## config.mk

```make
export PLATFORM = sky130hd
export DESIGN_NAME = operand_loader_flat
export DESIGN_NICKNAME = d
export VERILOG_FILES = /design/src/rtl/projeto_pkg.sv /design/src/rtl/operand_loader_if.sv /design/src/rtl/frame_assembler.sv /design/src/rtl/operand_loader.sv /design/src/flat_wrapper.sv
export SDC_FILE = /design/constraint.sdc
export NUM_CORES = 1
export LEC_CHECK = 0
export ABC_AREA = 1
export ABC_CLOCK_PERIOD_IN_PS = 2300
export BUFFER_PORTS_ARGS = -buffer_cell sky130_fd_sc_hd__buf_2
export CAP_MARGIN = 20
export CORE_MARGIN = 4
export CORE_UTILIZATION = 49
export DETAILED_ROUTE_END_ITERATION = 8
export PLACE_DENSITY = 0.76
export REMOVE_ABC_BUFFERS = 1
export SLEW_MARGIN = 20
export SYNTH_ARGS = -nofsm -noshare
export SYNTH_HDL_FRONTEND = slang
export SYNTH_SLANG_ARGS = --single-unit
```

## constraint.sdc

```tcl
create_clock -name clk -period 2.3 [get_ports clk]
set_input_delay 0.23 -clock clk [delete_from_list [all_inputs] [get_ports clk]]
set_output_delay 0.23 -clock clk [all_outputs]
set_load 0.01 [all_outputs]
```

## src/rtl/projeto_pkg.sv

```systemverilog
// Shared definitions for the byte-serial operand front end of projetoFinal.
// Latency: n/a (types and constants only).
// Backpressure: n/a.
//
// Contents: loader FSM state encoding, frame length, byte slot indices and
// operand widths used by the interface, the assembler and the loader.
package projeto_pkg;

  // Loader FSM states.
  typedef enum logic [1:0] {
    ST_LOAD   = 2'd0,
    ST_ARM    = 2'd1,
    ST_RUN    = 2'd2,
    ST_RESULT = 2'd3
  } state_e;

  // Bytes per operand frame: A(2) B(2) C(2) K(1).
  localparam int FRAME_BYTES = 7;

  localparam int BYTE_W = 8;
  localparam int OPND_W = 16;
  localparam int K_W    = 8;

  // Position of each byte within a frame, big-endian per operand.
  localparam logic [2:0] IDX_A_HI = 3'd0;
  localparam logic [2:0] IDX_A_LO = 3'd1;
  localparam logic [2:0] IDX_B_HI = 3'd2;
  localparam logic [2:0] IDX_B_LO = 3'd3;
  localparam logic [2:0] IDX_C_HI = 3'd4;
  localparam logic [2:0] IDX_C_LO = 3'd5;
  localparam logic [2:0] IDX_K    = 3'd6;
  localparam logic [2:0] IDX_LAST = 3'(FRAME_BYTES - 1);

  // Byte index after `idx`, wrapping to 0 after the last byte of a frame.
  function automatic logic [2:0] idx_next(input logic [2:0] idx);
    return (idx == IDX_LAST) ? 3'd0 : idx + 3'd1;
  endfunction

endpackage

```

## src/rtl/operand_loader_if.sv

```systemverilog
// Bundle of the loader's host byte port, result port and projetoFinal link.
// Latency: n/a (wiring only).
// Backpressure: in_valid/in_ready on bytes, out_valid/out_ready on results.
//
// master: the loader side (drives in_ready, operands, inicio, results, err).
// slave : the environment side (host plus projetoFinal).
interface operand_loader_if;
  import projeto_pkg::*;

  // Host byte stream.
  logic              in_valid;
  logic [BYTE_W-1:0] in_data;
  logic              in_ready;

  // Operands and start/done handshake towards projetoFinal.
  logic [OPND_W-1:0] a;
  logic [OPND_W-1:0] b;
  logic [OPND_W-1:0] c;
  logic [K_W-1:0]    k;
  logic              inicio;
  logic              pronto;
  logic [OPND_W-1:0] resultado;

  // Host result word.
  logic              out_valid;
  logic [OPND_W-1:0] out_data;
  logic              out_ready;

  // Timeout abort pulse.
  logic              err;

  modport master (
    input  in_valid, in_data, pronto, resultado, out_ready,
    output in_ready, a, b, c, k, inicio, out_valid, out_data, err
  );

  modport slave (
    output in_valid, in_data, pronto, resultado, out_ready,
    input  in_ready, a, b, c, k, inicio, out_valid, out_data, err
  );

endinterface

```

## src/rtl/frame_assembler.sv

```systemverilog
// Collects 7 bytes into the A/B/C/K operand registers and flags frame end.
// Latency: operand slot updated on the edge that accepts its byte.
// Backpressure: none of its own; byte_vld must already include the ready.
//
// Ports: clk, rst (async active-low); byte_vld/byte_dat accepted byte;
//        a, b, c, k registered operands; frame_done same-cycle strobe
//        asserted while the last byte of a frame is being accepted.
module frame_assembler
  import projeto_pkg::*;
(
  input  logic              clk,
  input  logic              rst,
  input  logic              byte_vld,
  input  logic [BYTE_W-1:0] byte_dat,
  output logic [OPND_W-1:0] a,
  output logic [OPND_W-1:0] b,
  output logic [OPND_W-1:0] c,
  output logic [K_W-1:0]    k,
  output logic              frame_done
);

  logic [2:0]        idx_q, idx_d;
  logic [OPND_W-1:0] a_q, a_d;
  logic [OPND_W-1:0] b_q, b_d;
  logic [OPND_W-1:0] c_q, c_d;
  logic [K_W-1:0]    k_q, k_d;

  always_comb begin
    idx_d      = idx_q;
    a_d        = a_q;
    b_d        = b_q;
    c_d        = c_q;
    k_d        = k_q;
    frame_done = 1'b0;
    if (byte_vld) begin
      case (idx_q)
        IDX_A_HI: a_d[15:8] = byte_dat;
        IDX_A_LO: a_d[7:0]  = byte_dat;
        IDX_B_HI: b_d[15:8] = byte_dat;
        IDX_B_LO: b_d[7:0]  = byte_dat;
        IDX_C_HI: c_d[15:8] = byte_dat;
        IDX_C_LO: c_d[7:0]  = byte_dat;
        IDX_K:    k_d       = byte_dat;
        default:  ;
      endcase
      frame_done = (idx_q == IDX_LAST);
      idx_d      = idx_next(idx_q);
    end
  end

  // Reset drops any partially received frame: the index restarts at byte 0.
  always_ff @(posedge clk or negedge rst) begin
    if (!rst) begin
      idx_q <= '0;
      a_q   <= '0;
      b_q   <= '0;
      c_q   <= '0;
      k_q   <= '0;
    end else begin
      idx_q <= idx_d;
      a_q   <= a_d;
      b_q   <= b_d;
      c_q   <= c_d;
      k_q   <= k_d;
    end
  end

  assign a = a_q;
  assign b = b_q;
  assign c = c_q;
  assign k = k_q;

endmodule

```

## src/rtl/operand_loader.sv

```systemverilog
// Byte-serial operand loader: frame in, start projetoFinal, result word out.
// Latency: last byte at edge n -> inicio high from edge n+1 (if pronto low).
// Backpressure: in_ready only in LOAD; result held until out_ready.
//
// Ports: clk, rst (async active-low); bus (operand_loader_if.master):
//   in_valid/in_data/in_ready  host byte stream
//   a/b/c/k/inicio             operands and start level to projetoFinal
//   pronto/resultado           done and result from projetoFinal
//   out_valid/out_data/out_ready  result word to host
//   err                        one-cycle pulse on timeout abort
// Every output comes straight from a flop.
module operand_loader
  import projeto_pkg::*;
#(
  parameter int unsigned TIMEOUT = 1000  // 1..65535 RUN cycles before abort
) (
  input  logic             clk,
  input  logic             rst,
  operand_loader_if.master bus
);

  state_e            state_q, state_d;
  logic [15:0]       cnt_q, cnt_d;
  logic              in_ready_q, in_ready_d;
  logic              inicio_q, inicio_d;
  logic              out_valid_q, out_valid_d;
  logic [OPND_W-1:0] out_data_q, out_data_d;
  logic              err_q, err_d;

  logic              byte_acc;
  logic              frame_done;
  logic              cnt_expire;

  assign byte_acc = bus.in_valid && in_ready_q;

  frame_assembler u_frame_assembler (
    .clk        (clk),
    .rst        (rst),
    .byte_vld   (byte_acc),
    .byte_dat   (bus.in_data),
    .a          (bus.a),
    .b          (bus.b),
    .c          (bus.c),
    .k          (bus.k),
    .frame_done (frame_done)
  );

  // The counter reaches TIMEOUT on this edge; compared one bit wider so
  // TIMEOUT = 65535 cannot alias through a wrap.
  assign cnt_expire = (({1'b0, cnt_q} + 17'd1) == 17'(TIMEOUT));

  always_comb begin
    state_d    = state_q;
    cnt_d      = cnt_q;
    out_data_d = out_data_q;
    err_d      = 1'b0;

    case (state_q)
      ST_LOAD: begin
        if (frame_done) state_d = ST_ARM;
      end

      // Hold off until pronto from the previous operation has dropped, so a
      // stale done is never mistaken for this frame's result.
      ST_ARM: begin
        if (!bus.pronto) begin
          state_d = ST_RUN;
          cnt_d   = '0;
        end
      end

      // pronto is ignored in the first RUN cycle (cnt_q == 0) because
      // projetoFinal has not yet seen inicio high. A result arriving on the
      // same edge the timeout would fire wins over the abort.
      ST_RUN: begin
        cnt_d = cnt_q + 16'd1;
        if ((cnt_q != 16'd0) && bus.pronto) begin
          out_data_d = bus.resultado;
          state_d    = ST_RESULT;
        end else if (cnt_expire) begin
          err_d   = 1'b1;
          state_d = ST_LOAD;
        end
      end

      ST_RESULT: begin
        if (out_valid_q && bus.out_ready) state_d = ST_LOAD;
      end

      default: state_d = ST_LOAD;
    endcase

    // Level outputs are registered copies of the next state, so they change
    // on the same edge as the state itself.
    in_ready_d  = (state_d == ST_LOAD);
    inicio_d    = (state_d == ST_RUN);
    out_valid_d = (state_d == ST_RESULT);
  end

  // in_ready resets low even though the state is LOAD; it rises on the first
  // edge after reset release.
  always_ff @(posedge clk or negedge rst) begin
    if (!rst) begin
      state_q     <= ST_LOAD;
      cnt_q       <= '0;
      in_ready_q  <= 1'b0;
      inicio_q    <= 1'b0;
      out_valid_q <= 1'b0;
      out_data_q  <= '0;
      err_q       <= 1'b0;
    end else begin
      state_q     <= state_d;
      cnt_q       <= cnt_d;
      in_ready_q  <= in_ready_d;
      inicio_q    <= inicio_d;
      out_valid_q <= out_valid_d;
      out_data_q  <= out_data_d;
      err_q       <= err_d;
    end
  end

  assign bus.in_ready  = in_ready_q;
  assign bus.inicio    = inicio_q;
  assign bus.out_valid = out_valid_q;
  assign bus.out_data  = out_data_q;
  assign bus.err       = err_q;

endmodule

```

## src/flat_wrapper.sv

```systemverilog
// flat-port wrapper written by rule: the top's interface ports become plain ports
module operand_loader_flat import projeto_pkg::*;
#(
  parameter int unsigned TIMEOUT = 1000                                     
)
  (clk, rst, bus_in_valid, bus_in_data, bus_pronto, bus_resultado, bus_out_ready, bus_in_ready, bus_a, bus_b, bus_c, bus_k, bus_inicio, bus_out_valid, bus_out_data, bus_err);
  operand_loader_if bus_i ();
  input  logic clk;
  input  logic rst;
  input wire logic [$bits(bus_i.in_valid)-1:0] bus_in_valid;
  input wire logic [$bits(bus_i.in_data)-1:0] bus_in_data;
  input wire logic [$bits(bus_i.pronto)-1:0] bus_pronto;
  input wire logic [$bits(bus_i.resultado)-1:0] bus_resultado;
  input wire logic [$bits(bus_i.out_ready)-1:0] bus_out_ready;
  output wire logic [$bits(bus_i.in_ready)-1:0] bus_in_ready;
  output wire logic [$bits(bus_i.a)-1:0] bus_a;
  output wire logic [$bits(bus_i.b)-1:0] bus_b;
  output wire logic [$bits(bus_i.c)-1:0] bus_c;
  output wire logic [$bits(bus_i.k)-1:0] bus_k;
  output wire logic [$bits(bus_i.inicio)-1:0] bus_inicio;
  output wire logic [$bits(bus_i.out_valid)-1:0] bus_out_valid;
  output wire logic [$bits(bus_i.out_data)-1:0] bus_out_data;
  output wire logic [$bits(bus_i.err)-1:0] bus_err;
  assign bus_i.in_valid = bus_in_valid;
  assign bus_i.in_data = bus_in_data;
  assign bus_i.pronto = bus_pronto;
  assign bus_i.resultado = bus_resultado;
  assign bus_i.out_ready = bus_out_ready;
  assign bus_in_ready = bus_i.in_ready;
  assign bus_a = bus_i.a;
  assign bus_b = bus_i.b;
  assign bus_c = bus_i.c;
  assign bus_k = bus_i.k;
  assign bus_inicio = bus_i.inicio;
  assign bus_out_valid = bus_i.out_valid;
  assign bus_out_data = bus_i.out_data;
  assign bus_err = bus_i.err;
  operand_loader #(.TIMEOUT(TIMEOUT)) u_core (.clk(clk), .rst(rst), .bus(bus_i));
endmodule
```

==> flow_summary_export.csv <==
group,metric,value,unit
placement,hpwl,7.18,mm
yosys,synth.most_common_cell,"nand2_1",
global_route,grt-ovfl-total,0,
cts,cts-root-buf,"clkbuf_8",
pwr,power_leakage,2.67,nW
yosys,synth_top_area_frac,0.585,
setup_path,required,2.56,ns
route,first_pass_iters,4,
yosys,synthFlopType,"dfrtp_1",
timing,rsz0062_at_grt,"false",
yosys,yosysSeqAreaShare,0.585,
cts,cts_resized,0,
route,remaining_drc_errors,0,
route,ant_nets,0,
timing,setup_viol,0,
pwr,ir_worst_vdd,0.627,mV
finish,layout.nets,624,
yosys,async_flop_share,1.00,
yosys,ys_warn_count,0,
yosys,syn_inst,483,
cts,clk_latency,0.37,ns
setup_path,cp-end-kind,"flop",
global_route,grt_max_degree,42,
timing,fin_tns_setup,0,ns
timing,worst_slew_pin_slew,0.616,ns
finish,final.fill_count,726,
setup_path,worst-path-max-fanout,5,
finish,multi_input_area,0.00152,mm²
yosys,yosysTopAreaCell,"dfrtp_1",
yosys,ys_top_cells_by_count,"nand2_1 (168), dfrtp_1 (97), o21ai_0 (57)",
die,die_area,0.0100,mm²
worst_hold_path,hold_path.class,"input port to flop",
setup_path,timing_worst_setup_path_type,"flop to flop",
yosys,synth-seq-cells,97,
yosys,avgSynthCellArea,8.59,µm²
global_route,grt_pass1_wl,16.4,mm
route,wl_per_cell,14.2,µm
global_route,grt_usage,0.206,
setup_path,cp-start-kind,"flop",
route,vias_per_cell,5.14,
yosys,synth-edff-count,0,
global_route,grt_util_met1,0.288,
timing,drv_slew,0,
yosys,yosys.cell_types.count,24,
route,drt-total-wl,9.97,mm
finish,num_antenna_cells,0,
die,num_rows,33,
yosys,netlist_top_cells_area,"dfrtp_1 (58%), nand2_1 (15%), o21ai_0 (6.9%), nor2_1 (3.7%), inv_1 (3.3%)",
pwr,power.density,1350,mW/mm²
die,fp.dieH,100,µm
die,pin_count,105,
setup_path,cp.arrival,2.14,ns
cts,cts_tree,"done",
route,drtIter0Drc,237,
yosys,synth.cell_area,0.00415,mm²
timing,max_slew_margin,0.588,
finish,final_util,0.609,
die,coreArea,0.00822,mm²
global_route,antenna_found_initial,0,
timing,hold_viol,0,
cts,numCtsBuffers,9,
route,dr_total_vias,3603,
global_route,gr-max-usage-layer,"met2",
run,cap_violations,0,
finish,seq_area,0.00243,mm²
finish,drive_gt1_frac,0.245,
timing,min_period,1.88,ns
global_route,grt_use_met2,0.317,
timing,max_freq,531,MHz
finish,syn_to_final_growth,20.6,%
placement,gp_congestion,0.932,
die,die_x,100,µm
cts,cts_sinks,97,
timing,setup_slack,0.416,ns
placement,port_buffers,104,
cts,path_clk_slew,0.10,ns
cts,h-tree-depth,3,
timing,finalCritPeriodShare,0.819,
timing,worst_hold_slack,0.0535,ns
die,floorplan.initialDensity,0.505,
placement,place_ws,0.441,ns
global_route,grt_pass1_vias,3469,
cts,cts_setup_buffers,0,
cts,clk_path_buf_depth,2,
timing,clock_skew,0.0107,ns
global_route,globalRouteMet3Util,0.0368,
run_status,outcome,"completed",
-- flip-flops by register name, summed over array words and instances, names as in the netlist --
name                            cells
u_core.u_frame_assembler.b         16
u_core.state_q                      2
u_core.u_frame_assembler.c         16
u_core.u_frame_assembler.idx_q      3
u_core.bus.out_data                16
u_core.bus.out_valid                1
u_core.bus.err                      1
u_core.u_frame_assembler.k          8
u_core.bus.in_ready                 1
u_core.bus.inicio                   1
u_core.u_frame_assembler.a         16
u_core.cnt_q                       16
-- path summary, 6_finish.rpt --
check | start | to | slack [ns] | depth (start not counted)
hold / removal | bus_resultado[9] | u_core.bus.out_data[9] | 0.05 | 3
setup reg to reg | u_core.cnt_q[1] | u_core.bus.inicio | 0.42 | 14
setup / recovery | u_core.cnt_q[1] | u_core.bus.inicio | 0.42 | 14
hold reg to reg | u_core.bus.out_data[2] | u_core.bus.out_data[2] | 0.48 | 2
min in group asynchronous | rst | u_core.bus.out_data[4] | 0.38 | 2
max in group asynchronous | rst | u_core.cnt_q[13] | 1.25 | 3
-- kinds of logic after synthesis --
kind of cell / share of synthesized area
AOI/OAI and AO/OA: 0.100
xor gates and xnor gates: 0.00633
adders and majority gates: 0.0121
buffers and inverters: 0.0497
DFF: 0.585
and+or+nand+nor: 0.247
-- power by group --
part	internal (mW)	switching [mW]
clock	0.443	0.636
combinational	1.03	1.64
sequential	2.47	0.560
total	3.94	2.83
-- critical path, stage by stage (launching register included) --
cell     delay, ns
dfrtp_1       0.43
ha_1          0.27
nand3_2       0.15
inv_2         0.12
nand2_1       0.05
nand2_1       0.05
nand2_1       0.07
nor2_1        0.09
nand3_1       0.11
nor2_1        0.10
nand2_1       0.08
nand2_1       0.08
nand2_2       0.06
nand2_2       0.07
nor2_2        0.04
-- through the flow --
stage / area [µm²] / std cells / total power, mW
after floorplan: 4090 / 470 / 4.56
after global routing: 5010 / 701 / 7.33
after detailed placement: 4800 / 684 / 5.73
after CTS: 5010 / 701 / 6.81
after global placement: 4800 / 684 / 5.61
final: 5010 / 701 / 6.77
-- layer usage --
metal  vias up  share of wire
met3        13          0.067
met5         -              0
met1      1720           0.44
li1       1755              -
met4         0          0.013
met2       115           0.48
-- final cells by class --
class | instances | area share
clock buffers | 10 | 0.0275
clock inverters | 6 | 0.0120
inverters | 40 | 0.0300
multi-input cells | 333 | 0.303
flip-flops and latches | 97 | 0.485
well taps | 105 | 0.0262
repair buffers | 110 | 0.116
-- cells in the final DEF (no fill, tap or decap) --
master and n:
o22ai_1 8, a21oi_2 1, nand2_1 168, nor2_4 3
o21a_1 1, inv_1 36, nand4_1 6, nand2_2 5
inv_2 4, clkinv_4 4, buf_4 5, nand3_2 2
xor2_1 3, a31oi_1 1, ha_1 4, clkbuf_8 10
inv_6 1, dlygate4sd3_1 1, nor2_1 41, o21ai_0 57
o21ai_1 1, nand3_1 16, nor2_2 6, a21oi_1 9
buf_2 103, o211ai_1 1, buf_12 1, clkinv_8 1
dfrtp_1 97
-- what timing repair did --
item	CTS	global route
endpoints found under the hold margin	39	0
endpoints found under the setup margin	0	0
hold buffers	1	0
Power figures use the tool's default switching activity.
